File: src/rtl/join_sum_n.sv
// N-way join of 2-entry elastic input buffers into an adder, followed by a Stages-deep elastic output pipe.
// Latency is 1+Stages cycles. Every Retry is a flop, so backpressure never crosses a buffer combinationally.
module join_sum_n #(
  parameter int Width = 8,
  parameter int NumIn = 2,
  parameter int Stages = 2,
  parameter int Sat = 0,
  localparam int OutWidth = (Sat != 0) ? Width : Width + $clog2(NumIn)
) (
  input  logic                   clk,
  input  logic                   reset,
  input  logic                   clear,
  input  logic [NumIn*Width-1:0] inp,
  input  logic [NumIn-1:0]       inpValid,
  output logic [NumIn-1:0]       inpRetry,
  output logic [OutWidth-1:0]    sum,
  output logic                   sumOvf,
  output logic                   sumValid,
  input  logic                   sumRetry
);

  localparam int SumW = Width + $clog2(NumIn);
  localparam int NB = NumIn + Stages;

  logic             flush;
  logic [NumIn-1:0] hd_valid;
  logic [Width-1:0] hd_dat [NumIn];
  logic [OutWidth:0] st_dat [Stages+1];
  logic [Stages:0]   st_valid;
  logic [Stages-1:0] st_retry;
  logic              join_valid;
  logic              join_fire;
  logic [SumW-1:0]   acc;
  logic [OutWidth:0] join_dat;

  assign flush = reset | clear;

  // Buffers 0..NumIn-1 sit on the inputs; the remaining ones form the output pipe.
  for (genvar b = 0; b < NB; b++) begin : g_buf
    localparam int BW = (b < NumIn) ? Width : OutWidth + 1;
    logic [BW-1:0] in_dat;
    logic [BW-1:0] out_dat;
    logic [BW-1:0] mem [2];
    logic          in_valid, in_retry, out_valid, out_retry;
    logic          wr, rd, wr_ptr, rd_ptr;
    logic [1:0]    count, count_next;

    if (b < NumIn) begin : g_in
      assign in_dat      = inp[b*Width +: Width];
      assign in_valid    = inpValid[b];
      assign inpRetry[b] = in_retry;
      assign hd_dat[b]   = out_dat;
      assign hd_valid[b] = out_valid;
      assign out_retry   = ~join_fire;
    end else begin : g_out
      localparam int K = b - NumIn;
      assign in_dat          = st_dat[K];
      assign in_valid        = st_valid[K];
      assign st_retry[K]     = in_retry;
      assign st_dat[K+1]     = out_dat;
      assign st_valid[K+1]   = out_valid;
      if (K == Stages - 1) begin : g_last
        assign out_retry = sumRetry;
      end else begin : g_mid
        assign out_retry = st_retry[K+1];
      end
    end

    assign wr        = in_valid & ~in_retry;
    assign rd        = out_valid & ~out_retry;
    assign out_valid = (count != 2'd0);
    assign out_dat   = out_valid ? mem[rd_ptr] : '0;

    always_comb begin
      count_next = count;
      if (wr && !rd) begin
        count_next = count + 2'd1;
      end else if (rd && !wr) begin
        count_next = count - 2'd1;
      end
    end

    // Retry is the registered "full" state, so a full buffer can never be written.
    always_ff @(posedge clk) begin
      if (flush) begin
        count    <= 2'd0;
        wr_ptr   <= 1'b0;
        rd_ptr   <= 1'b0;
        in_retry <= 1'b0;
      end else begin
        count    <= count_next;
        in_retry <= (count_next == 2'd2);
        if (wr) wr_ptr <= ~wr_ptr;
        if (rd) rd_ptr <= ~rd_ptr;
      end
    end

    always_ff @(posedge clk) begin
      if (wr) mem[wr_ptr] <= in_dat;
    end
  end

  assign join_valid = &hd_valid;
  assign join_fire  = join_valid & ~st_retry[0];

  always_comb begin
    acc = '0;
    for (int i = 0; i < NumIn; i++) begin
      acc = acc + SumW'(hd_dat[i]);
    end
  end

  if (Sat != 0) begin : g_sat
    logic ovf;
    assign ovf      = |acc[SumW-1:Width];
    assign join_dat = {ovf, ovf ? {OutWidth{1'b1}} : acc[OutWidth-1:0]};
  end else begin : g_exact
    assign join_dat = {1'b0, acc};
  end

  assign st_dat[0]   = join_dat;
  assign st_valid[0] = join_valid;

  assign sum      = st_dat[Stages][OutWidth-1:0];
  assign sumOvf   = st_dat[Stages][OutWidth];
  assign sumValid = st_valid[Stages];

endmodule

File: config.mk
export PLATFORM = sky130hd
export DESIGN_NAME = join_sum_n
export DESIGN_NICKNAME = d
export VERILOG_FILES = /design/src/rtl/join_sum_n.sv
export SDC_FILE = /design/constraint.sdc
export NUM_CORES = 1
export LEC_CHECK = 0
export ABC_AREA = 1
export CORE_UTILIZATION = 50
export DETAILED_ROUTE_END_ITERATION = 8
export PLACE_DENSITY = 0.81
export SLEW_MARGIN = 20
export SYNTH_ARGS = -nofsm -noshare
export SYNTH_HDL_FRONTEND = slang
export SYNTH_SLANG_ARGS = --single-unit
File: constraint.sdc
create_clock -name clk -period 2.8 [get_ports clk]
set_input_delay 0.42 -clock clk [delete_from_list [all_inputs] [get_ports clk]]
set_output_delay 0.42 -clock clk [all_outputs]
set_load 0.03 [all_outputs]
==> summary.md <==
| Metric | Value |
|---|---|
| Final WL | 6110 µm |
| Drt pass-1 iters | 4 |
| Crit-path max cell delay | 0.67 ns |
| Syn nets | 420 |
| Initial antenna violation count | 0 |
| Total power | 2.77 mW |
| Clk sink count | 92 |
| Tightest Pin Transition | 0.783 ns |
| Syn Inst Count | 385 |
| Final slew viol count | 0 |
| Maximum clock frequency | 0.394 GHz |
| Die area | 8290 µm² |
| CTS Buf Count | 9 |
| Setup bufs post-CTS | 0 |
| Yosys warns | 0 |
| Nets | 455 |
| Rows | 32 |
| Post-DP Area | 4360 µm² |
| Largest net degree at the start of global routing | 16 |
| Starting DRT DRC Count | 137 |
| Critical path arrival | 2.12 ns |
| Final period util | 90.6% |
| WP data required | 2.38 ns |
| Syn_area_per_cell | 10.3 µm² |
| Via Count | 2,547 |
| CP Launch Type | flip-flop |
| CTS HTree Levels | 3 |
| Layout overhead on the synthesized area | 15.1% |
| Core region area | 7690 µm² |
| CP dominant cell by count | inv_1 |
| FILL cells | 629 |
| Number of max-cap violations | 0 |
| Clk buf depth | 2 |
| Setup crit end kind | output pin |
| Sw Share | 24.2% |
| Share of layout cells above drive strength 1 | 6.35% |
| CTS clk-pin slew, worst paths | 0.08 ns |
| Pwr Density | 606 nW/µm² |
| First-pass GRT wire length | 10,800 µm |
| Seq/Total Area, Yosys | 63.6% |
| RSZ-0062 raised after global routing | false |
| Worst min-delay path category | reg -> reg |
| Global placement routability congestion | 0.787 |
| Initial Utilization | 51.6% |
| Post-CTS sizing | 0 |
| Critical-path cell list | inv_1 > ha_1 > inv_1 > o21ai_0 > nor2_1 > clkdlybuf4s50_1 |
| Finish-stage setup viols | 0 |
| Height of the die | 91.1 µm |
| Highest-delay cell along the critical path | clkdlybuf4s50_1 |
| All-Layer GR Usage | 16.9% |
| Comb power frac | 12.1% |
| Register bit count reported by yosys | 92 |
| IO Pins | 35 |
| Vias in the first global route | 2,445 |
| Clk_skew | 0.0101 ns |
| Lkg Pwr | 1.88 nW |
| Input/output buffers | 33 |
| Die Wd | 91.1 µm |
| Pint | 2.10 mW |
| Clock Power Share | 31.7% |
| Hold-fix buffers, CTS | 0 |
| Crit Path Class | reg -> out |
| Routed WL per cell | 11.6 µm |
| CTS Root Cell | clkbuf_8 |
| DRC | 0 |
| HPWL after DPL | 4590 µm |
| Antenna diodes | 0 |
| Hold Vio Cnt, Final | 0 |
| Clock Latency Late Sink | 0.35 ns |
| Status | finished clean |
| VDD IR-drop max | 362 µV |
| TritonCTS clock tree | done |
| Sw Pwr | 0.669 mW |
| Post-synth EDFFs | 68 |
| Yosys cell types | 26 |
| Synth async-reset ratio | 0% |
| Critical path peak fanout | 11 |
| Vias per cell | 4.83 |
| Synth Flop Type | edfxtp_1 |
| Worst slew margin | 47.6% |
| Antenna Nets Post-Route | 0 |
| Seq pwr share | 56.2% |
| Final instance area | 4570 µm² |
| Final Critical Period | 2.54 ns |
| Netlist Area Pre-Place | 3970 µm² |
| Sum Neg Setup Slack | 0 ns |
| Overflow after GRT | 0 |
==> stage by stage <==
stage / setup slack, ns / std cells / hold slack [ns] / utilization (%)
3_3_place_gp: 0.553 / 511 / 0.457 / 56.8
2_1_floorplan: 0.716 / 385 / 0.448 / -
3_5_place_dp: 0.496 / 511 / 0.462 / 56.8
4_1_cts: 0.227 / 527 / 0.475 / 59.4
6_report: 0.265 / 527 / 0.474 / 59.4
5_1_grt: 0.0414 / 527 / 0.508 / 59.4
==> cells in the mapped netlist, types with 12 or more instances <==
| cell | number | area share, % |
|---|---|---|
| a21oi_1 | 23 | 2.9 |
| o21ai_0 | 29 | 3.7 |
| nor2_1 | 69 | 6.5 |
| ha_1 | 12 | 3.8 |
| edfxtp_1 | 68 | 51 |
| nand3_1 | 15 | 1.9 |
| dfxtp_1 | 24 | 12 |
| nand2_1 | 68 | 6.4 |
| inv_1 | 37 | 3.5 |
==> power by group through the flow <==
stage	Clock (mW)	Sequential [mW]	Combinational, mW
2_1_floorplan	0	1.57	0.233
3_3_place_gp	0	1.58	0.321
3_5_place_dp	0	1.59	0.335
4_1_cts	0.902	1.56	0.336
5_1_grt	0.954	1.56	0.380
6_report	0.878	1.56	0.334
==> area by class of cell <==
class                           count  area (µm²)  area share (%)
Sequential cell                    92        2520            55.2
Multi-Input combinational cell    242        1220            26.8
Timing Repair Buffer               34         338            7.40
Inverter                           41         154            3.37
Clock buffer                       11         141            3.10
Tap cell                          102         128            2.80
Clock inverter                      5        60.1            1.32
==> sequential cells by signal, indices dropped and copies added (netlist names), named ones only <==
signal and flops:
g_buf.in_retry 3, g_buf.out_retry 1, g_buf.rd_ptr 4, g_buf.wr_ptr 4
g_buf.count 8, g_buf.mem 68
==> kinds of logic (layout without fill, tap and decap cells) <==
kind of cell	after synthesis	count (layout)	synth area share [%]
DFF	92	92	63.6
buffers and inverters	51	91	5.58
other	1	1	0.0945
AOI/OAI and AO/OA	58	58	7.70
adders and majority gates	13	13	4.29
and+or+nand+nor	166	166	17.9
xor gates and xnor gates	4	4	0.883
==> worst max-delay path: cells and delay by family (launching register included) <==
family                   cells  cell delay [ns]
flip-flops                   1             0.35
adder cells (fa/ha/maj)      1             0.20
AO/OA/AOI/OAI                1             0.17
AND/OR/NAND/NOR              1             0.11
buffers and inverters        3             0.94
==> worst paths after layout <==
path	startpoint	endpoint	slack, ns	cells after the start
max reg2reg	g_buf[0].count[0]	g_buf[2].mem[0][8]	0.50	11
max	g_buf[3].count[0]	sum[5]	0.26	6
min reg2reg	g_buf[0].rd_ptr	g_buf[0].rd_ptr	0.47	2
min	g_buf[0].rd_ptr	g_buf[0].rd_ptr	0.47	2
==> layer usage <==
layer / track usage (%) / part of all wire (%)
met5: 0 / 0
met4: 7.14 / 1.9
met3: 4.77 / 4.3
met2: 29.1 / 50
met1: 19.9 / 43
==> placed cells by master (no fill, tap or decap), types with 4 or more instances in the layout <==
cell	synthesis	final
nand2_1	68	68
o21a_1	4	4
dfxtp_1	24	24
clkbuf_8	0	10
nor2_1	69	69
clkdlybuf4s50_1	0	33
xor2_1	4	4
inv_1	37	37
a21oi_1	23	23
nor3_1	4	4
nand3_1	15	15
edfxtp_1	68	68
ha_1	12	12
o21ai_0	29	29
Note: power is estimated with default switching activity, not from simulation.
==> edit 1: new RTL, same settings <==
Set the parameter `NumIn` to 1 (it was 2).
--- a/src/rtl/join_sum_n.sv
+++ b/src/rtl/join_sum_n.sv
@@ -2,7 +2,7 @@
 // Latency is 1+Stages cycles. Every Retry is a flop, so backpressure never crosses a buffer combinationally.
 module join_sum_n #(
   parameter int Width = 8,
-  parameter int NumIn = 2,
+  parameter int NumIn = 1,
   parameter int Stages = 2,
   parameter int Sat = 0,
   localparam int OutWidth = (Sat != 0) ? Width : Width + $clog2(NumIn)
Interface: changed (resized inp, inpRetry, inpValid and sum); port bits go from 35 to 24. The function was not compared with the original's and may differ.
==> edit 1 against the original RTL <==
  * Critical path depth unchanged
  * Die area down 33%
  * Final area fell by 31%
  * Sequential cell count decreased by 26
  * Sequential share of layout area increased by 2.3 points
  * Synthesized area decreased by 33%
  * First-iteration DRC count is 37% lower
  * Power is 18% lower
  * Routed wire length shrank 32%
  * Via count is 33% lower
  * Setup slack better by 0.15 ns
  * Highest routed layer unchanged
==> edit 1: results (changes against the original RTL) <==
normalized max-slew margin -> 47.8% (+0.15 points)
drt via density -> 4.92 (+1.8%)
synth top area cells -> edfxtp_1 (55%), dfxtp_1 (14%), nor2_1 (8.1%)
FILL cells -> 413 (-34%)
vias in the first global route -> 1530 (-37%)
Post-synth EDFFs -> 48 (-29%)
fraction of layout instances using a drive strength above 1 -> 13.3% (+6.9 points)
clock buffer count from CTS -> 9 (unchanged)
gr usage total -> 16.9% (-0.062 points)
Setup WS pre-CTS -> 0.766 ns (+0.270 ns)
Ys Warns -> 0 (unchanged)
drt total wl -> 4140 um (-32%)
run status -> completed
Clock Path Buffers -> 2 (unchanged)
HPWL after DPL -> 2830 um (-38%)
Max FO, Critical Path -> 10 (-1)
Final Skew -> 0.00547 ns (-0.00466 ns)
Yosys cell types -> 18 (-31%)
Nets -> 290 (-36%)
IO buf count -> 22 (-33%)
gpl congestion -> 0.732 (-7.0%)
first-pass GRT wire length -> 6590 um (-39%)
WP data arrival -> 1.96 ns (-0.16 ns)
Largest regs -> g_buf.mem: 48 flops, g_buf.count: 6 flops
maximum vdd drop -> 414 uV (+15%)
sequential share of the synthesized area -> 68.1% (+4.6 points)
pin count of the biggest net entering global routing -> 12 (-4)
[edit 1: changes by cell type in the layout (fill, tap and decap cells not counted), moves of 9 or more]
cell / unedited run / this run
nand2_1: 68 / 24
nand3_1: 15 / 6
clkdlybuf4s50_1: 33 / 22
edfxtp_1: 68 / 48
a21oi_1: 23 / 6
nor2_1: 69 / 57
inv_1: 37 / 22
ha_1: 12 / 3
[edit 1: cell type report]
type,instances,area (um^2),area share [%]
Inverter,27,101,3.24
Sequential cell,66,1800,57.6
Clock buffer,10,128,4.08
Multi-Input combinational cell,148,733,23.4
Clock inverter,6,57.6,1.84
Tap cell,70,87.6,2.80
Timing Repair Buffer,22,220,7.04
[edit 1: path summary, 6_finish.rpt]
path                            cells past startpoint  slack, ns                 end               from
worst max-delay path                                6       0.42              sum[1]  g_buf[2].count[0]
worst min-delay path                                1       0.50     g_buf[1].rd_ptr    g_buf[1].rd_ptr
worst max register to register                      5       0.99  g_buf[2].mem[1][7]  g_buf[1].count[0]
worst min register to register                      1       0.50     g_buf[1].rd_ptr    g_buf[1].rd_ptr
[edit 1: logic make-up after synthesis]
family | share of synthesized area (%)
and+or+nand+nor | 18.8
DFF | 68.1
AOI/OAI and AO/OA | 7.38
other | 0.142
buffers and inverters | 4.12
adders and majority gates | 1.42
[edit 1: report_power, final]
part | internal, uW | total [uW] | switching, uW | leakage (uW)
clock | 405 | 752 | 347 | 0.0000974
sequential | 1130 | 1160 | 27.3 | 0.000602
combinational | 128 | 370 | 242 | 0.000529
[edit 1: per-stage QoR]
| stage | cell area, um^2 | power [uW] | hold slack [ns] | std cells | util (%) |
|---|---|---|---|---|---|
| 6_report | 3130 | 2280 | 0.500 | 349 | 61.3 |
| 4_1_cts | 3130 | 2300 | 0.504 | 349 | 61.3 |
| 3_3_place_gp | 2940 | 1540 | 0.469 | 333 | 57.6 |
| 3_5_place_dp | 2940 | 1550 | 0.489 | 333 | 57.6 |
| 2_1_floorplan | 2640 | 1440 | 0.463 | 242 | - |
| 5_1_grt | 3130 | 2390 | 0.514 | 349 | 61.3 |
[edit 1: per-layer routing]
| metal | global-route usage (%) | vias up | routed length [um] |
|---|---|---|---|
| li1 | - | 868 | - |
| met4 | 12.6 | 0 | 133 |
| met3 | 4.15 | 10 | 178 |
| met2 | 28.7 | 46 | 2060 |
| met1 | 18.3 | 793 | 1770 |
| met5 | 0 | - | 0 |
==> edit 2: new RTL, same settings <==
Made on the original files. Register the inputs `clear`, `inp`, `inpValid` and `sumRetry` before use. The logic sees them one clock later.
--- a/src/rtl/join_sum_n.sv
+++ b/src/rtl/join_sum_n.sv
@@ -22,6 +22,18 @@
   localparam int SumW = Width + $clog2(NumIn);
   localparam int NB = NumIn + Stages;
 
+  logic clear_q;
+  logic [NumIn*Width-1:0] inp_q;
+  logic [NumIn-1:0] inpValid_q;
+  logic sumRetry_q;
+
+  always_ff @(posedge clk) begin
+    clear_q    <= clear;
+    inp_q      <= inp;
+    inpValid_q <= inpValid;
+    sumRetry_q <= sumRetry;
+  end
+
   logic             flush;
   logic [NumIn-1:0] hd_valid;
   logic [Width-1:0] hd_dat [NumIn];
@@ -33,7 +45,7 @@
   logic [SumW-1:0]   acc;
   logic [OutWidth:0] join_dat;
 
-  assign flush = reset | clear;
+  assign flush = reset | clear_q;
 
   // Buffers 0..NumIn-1 sit on the inputs; the remaining ones form the output pipe.
   for (genvar b = 0; b < NB; b++) begin : g_buf
@@ -46,8 +58,8 @@
     logic [1:0]    count, count_next;
 
     if (b < NumIn) begin : g_in
-      assign in_dat      = inp[b*Width +: Width];
-      assign in_valid    = inpValid[b];
+      assign in_dat      = inp_q[b*Width +: Width];
+      assign in_valid    = inpValid_q[b];
       assign inpRetry[b] = in_retry;
       assign hd_dat[b]   = out_dat;
       assign hd_valid[b] = out_valid;
@@ -60,7 +72,7 @@
       assign st_dat[K+1]     = out_dat;
       assign st_valid[K+1]   = out_valid;
       if (K == Stages - 1) begin : g_last
-        assign out_retry = sumRetry;
+        assign out_retry = sumRetry_q;
       end else begin : g_mid
         assign out_retry = st_retry[K+1];
       end
Function: changed (Yosys sat finds a counterexample within 4 cycles, from zero or initial values).
==> edit 2 against the original RTL <==
  * Die area is 9.8% higher
  * Register-to-register slack got worse by 0.04 ns
  * Synthesized area increased by 10%
  * Routed wire length increased by 9.3%
  * Critical path depth unchanged
  * Clock power rose by 10%
  * Power increased by 13%
  * Setup slack lost 0.026 ns
  * Final area grew 8.7%
  * Sequential cell count rose by 20
  * Critical endpoint is now sum[6]
==> edit 2: results (changes against the original RTL) <==
run status -> completed
drt via density -> 5.00 (+3.5%)
gpl congestion -> 0.779 (-1.0%)
first-pass GRT wire length -> 11300 um (+4.8%)
sequential share of the synthesized area -> 67.0% (+3.4 points)
Yosys cell types -> 28 (+7.7%)
met1 Use GR -> 17.3% (-2.6 points)
post-placement cell area -> 4760 um^2 (+9.1%)
synth top area cells -> edfxtp_1 (47%), dfxtp_1 (20%), nor2_1 (5.8%)
Final Skew -> 0.00802 ns (-0.00210 ns)
Post-CTS Repair Setup Buffers -> 0 (unchanged)
Clock transition at path regs -> 0.10 ns (+0.02 ns)
Nets -> 473 (+4.0%)
# diodes -> 0 (unchanged)
Slowest cell on crit path -> clkdlybuf4s50_1
Leak -> 0.00203 uW (+7.5%)
normalized max-slew margin -> 46.5% (-1.2 points)
maximum vdd drop -> 513 uV (+42%)
Post-CTS Resized -> 0 (unchanged)
Clock Tree Root -> clkbuf_8
WL per Instance -> 12.2 um (+5.1%)
FILL cells -> 662 (+5.2%)
H-tree Lvls -> 3 (unchanged)
Hold Crit Class -> flop to flop
Largest regs -> g_buf.mem: 68 flops, inp_q: 16 flops, g_buf.count: 8 flops
Post-Syn Nets -> 439 (+4.5%)
Commonest cells post-synth -> edfxtp_1 (68), nor2_1 (68), nand2_1 (66), dfxtp_1 (44), inv_1 (37)
met3 Usage GRT -> 3.67% (-1.1 points)
delay-heaviest family, CP -> buffers and inverters
grt met2 use -> 31.3% (+2.2 points)
first drt pass iteration count -> 4 (unchanged)
initial antenna violation count -> 0 (unchanged)
DRT iter0 DRCs -> 121 (-12%)
WP data arrival -> 2.14 ns (+0.02 ns)
fraction of layout instances using a drive strength above 1 -> 5.87% (-0.48 points)
Setup WS pre-CTS -> 0.476 ns (-0.0198 ns)
vias in the first global route -> 2662 (+8.9%)
pin count of the biggest net entering global routing -> 20 (+4)
HPWL after DPL -> 4950 um (+7.9%)
gr usage total -> 16.6% (-0.35 points)
clock buffer count from CTS -> 9 (unchanged)
IO buf count -> 33 (unchanged)
## edit 2: cell count changes after synthesis, sizes merged
| cell | before | now |
|---|---|---|
| nand2 | 71 | 69 |
| nor2 | 73 | 72 |
| o21ai | 29 | 28 |
| buf | 6 | 5 |
| clkbuf | 4 | 5 |
| dfxtp | 24 | 44 |
| nand3 | 17 | 19 |
| nand3b | 0 | 1 |
## edit 2: final cells by class
type / count / area [um^2] / area share, %
clock buffers: 10 / 128 / 2.57
clock inverters: 6 / 75.1 / 1.51
inverters: 41 / 154 / 3.10
multi-input cells: 241 / 1220 / 24.6
flip-flops and latches: 112 / 2920 / 58.9
well taps: 105 / 131 / 2.65
repair buffers: 33 / 330 / 6.65
## edit 2: final timing paths
check / from / to / slack (ns) / cells past startpoint
worst max-delay path: g_buf[3].count[0] / sum[6] / 0.24 / 6
worst min-delay path: inp_q[1] / g_buf[0].mem[1][1] / 0.44 / 0
worst max register to register: g_buf[0].count[0] / g_buf[2].mem[0][8] / 0.46 / 11
worst min register to register: inp_q[1] / g_buf[0].mem[1][1] / 0.44 / 0
## edit 2: per-layer routing
layer	routed length [um]	up-vias
li1	-	1406
met1	2800	1251
met3	265	18
met2	3480	65
met4	140	0
met5	0	-
## edit 2: logic make-up after synthesis
group / synth area share [%]
flops: 67.0
simple gates: 16.4
buf+inv: 5.02
other cells: 0.0859
compound gates: 6.88
xor+xnor: 0.802
fa+ha+maj: 3.90
## edit 2: power by group
group          switching (uW)  total, uW  internal [uW]
clock network             537        966            429
logic                     181        289            108
registers                28.4       1860           1830
## edit 2: worst register-to-register path, cell delays in order (launching register included)
cell	delay, ns
dfxtp_1	0.32
inv_1	0.07
ha_1	0.45
a21oi_1	0.11
ha_1	0.26
fa_1	0.41
nand3_1	0.10
nand2_1	0.08
nand3_1	0.10
nand2_1	0.08
nand2_1	0.06
nand2_1	0.05
## edit 2: metrics by stage
stage          hold slack [ns]  cells
2_1_floorplan            0.404    404
3_3_place_gp             0.406    532
3_5_place_dp             0.412    532
4_1_cts                  0.436    548
5_1_grt                  0.450    548
6_report                 0.436    548
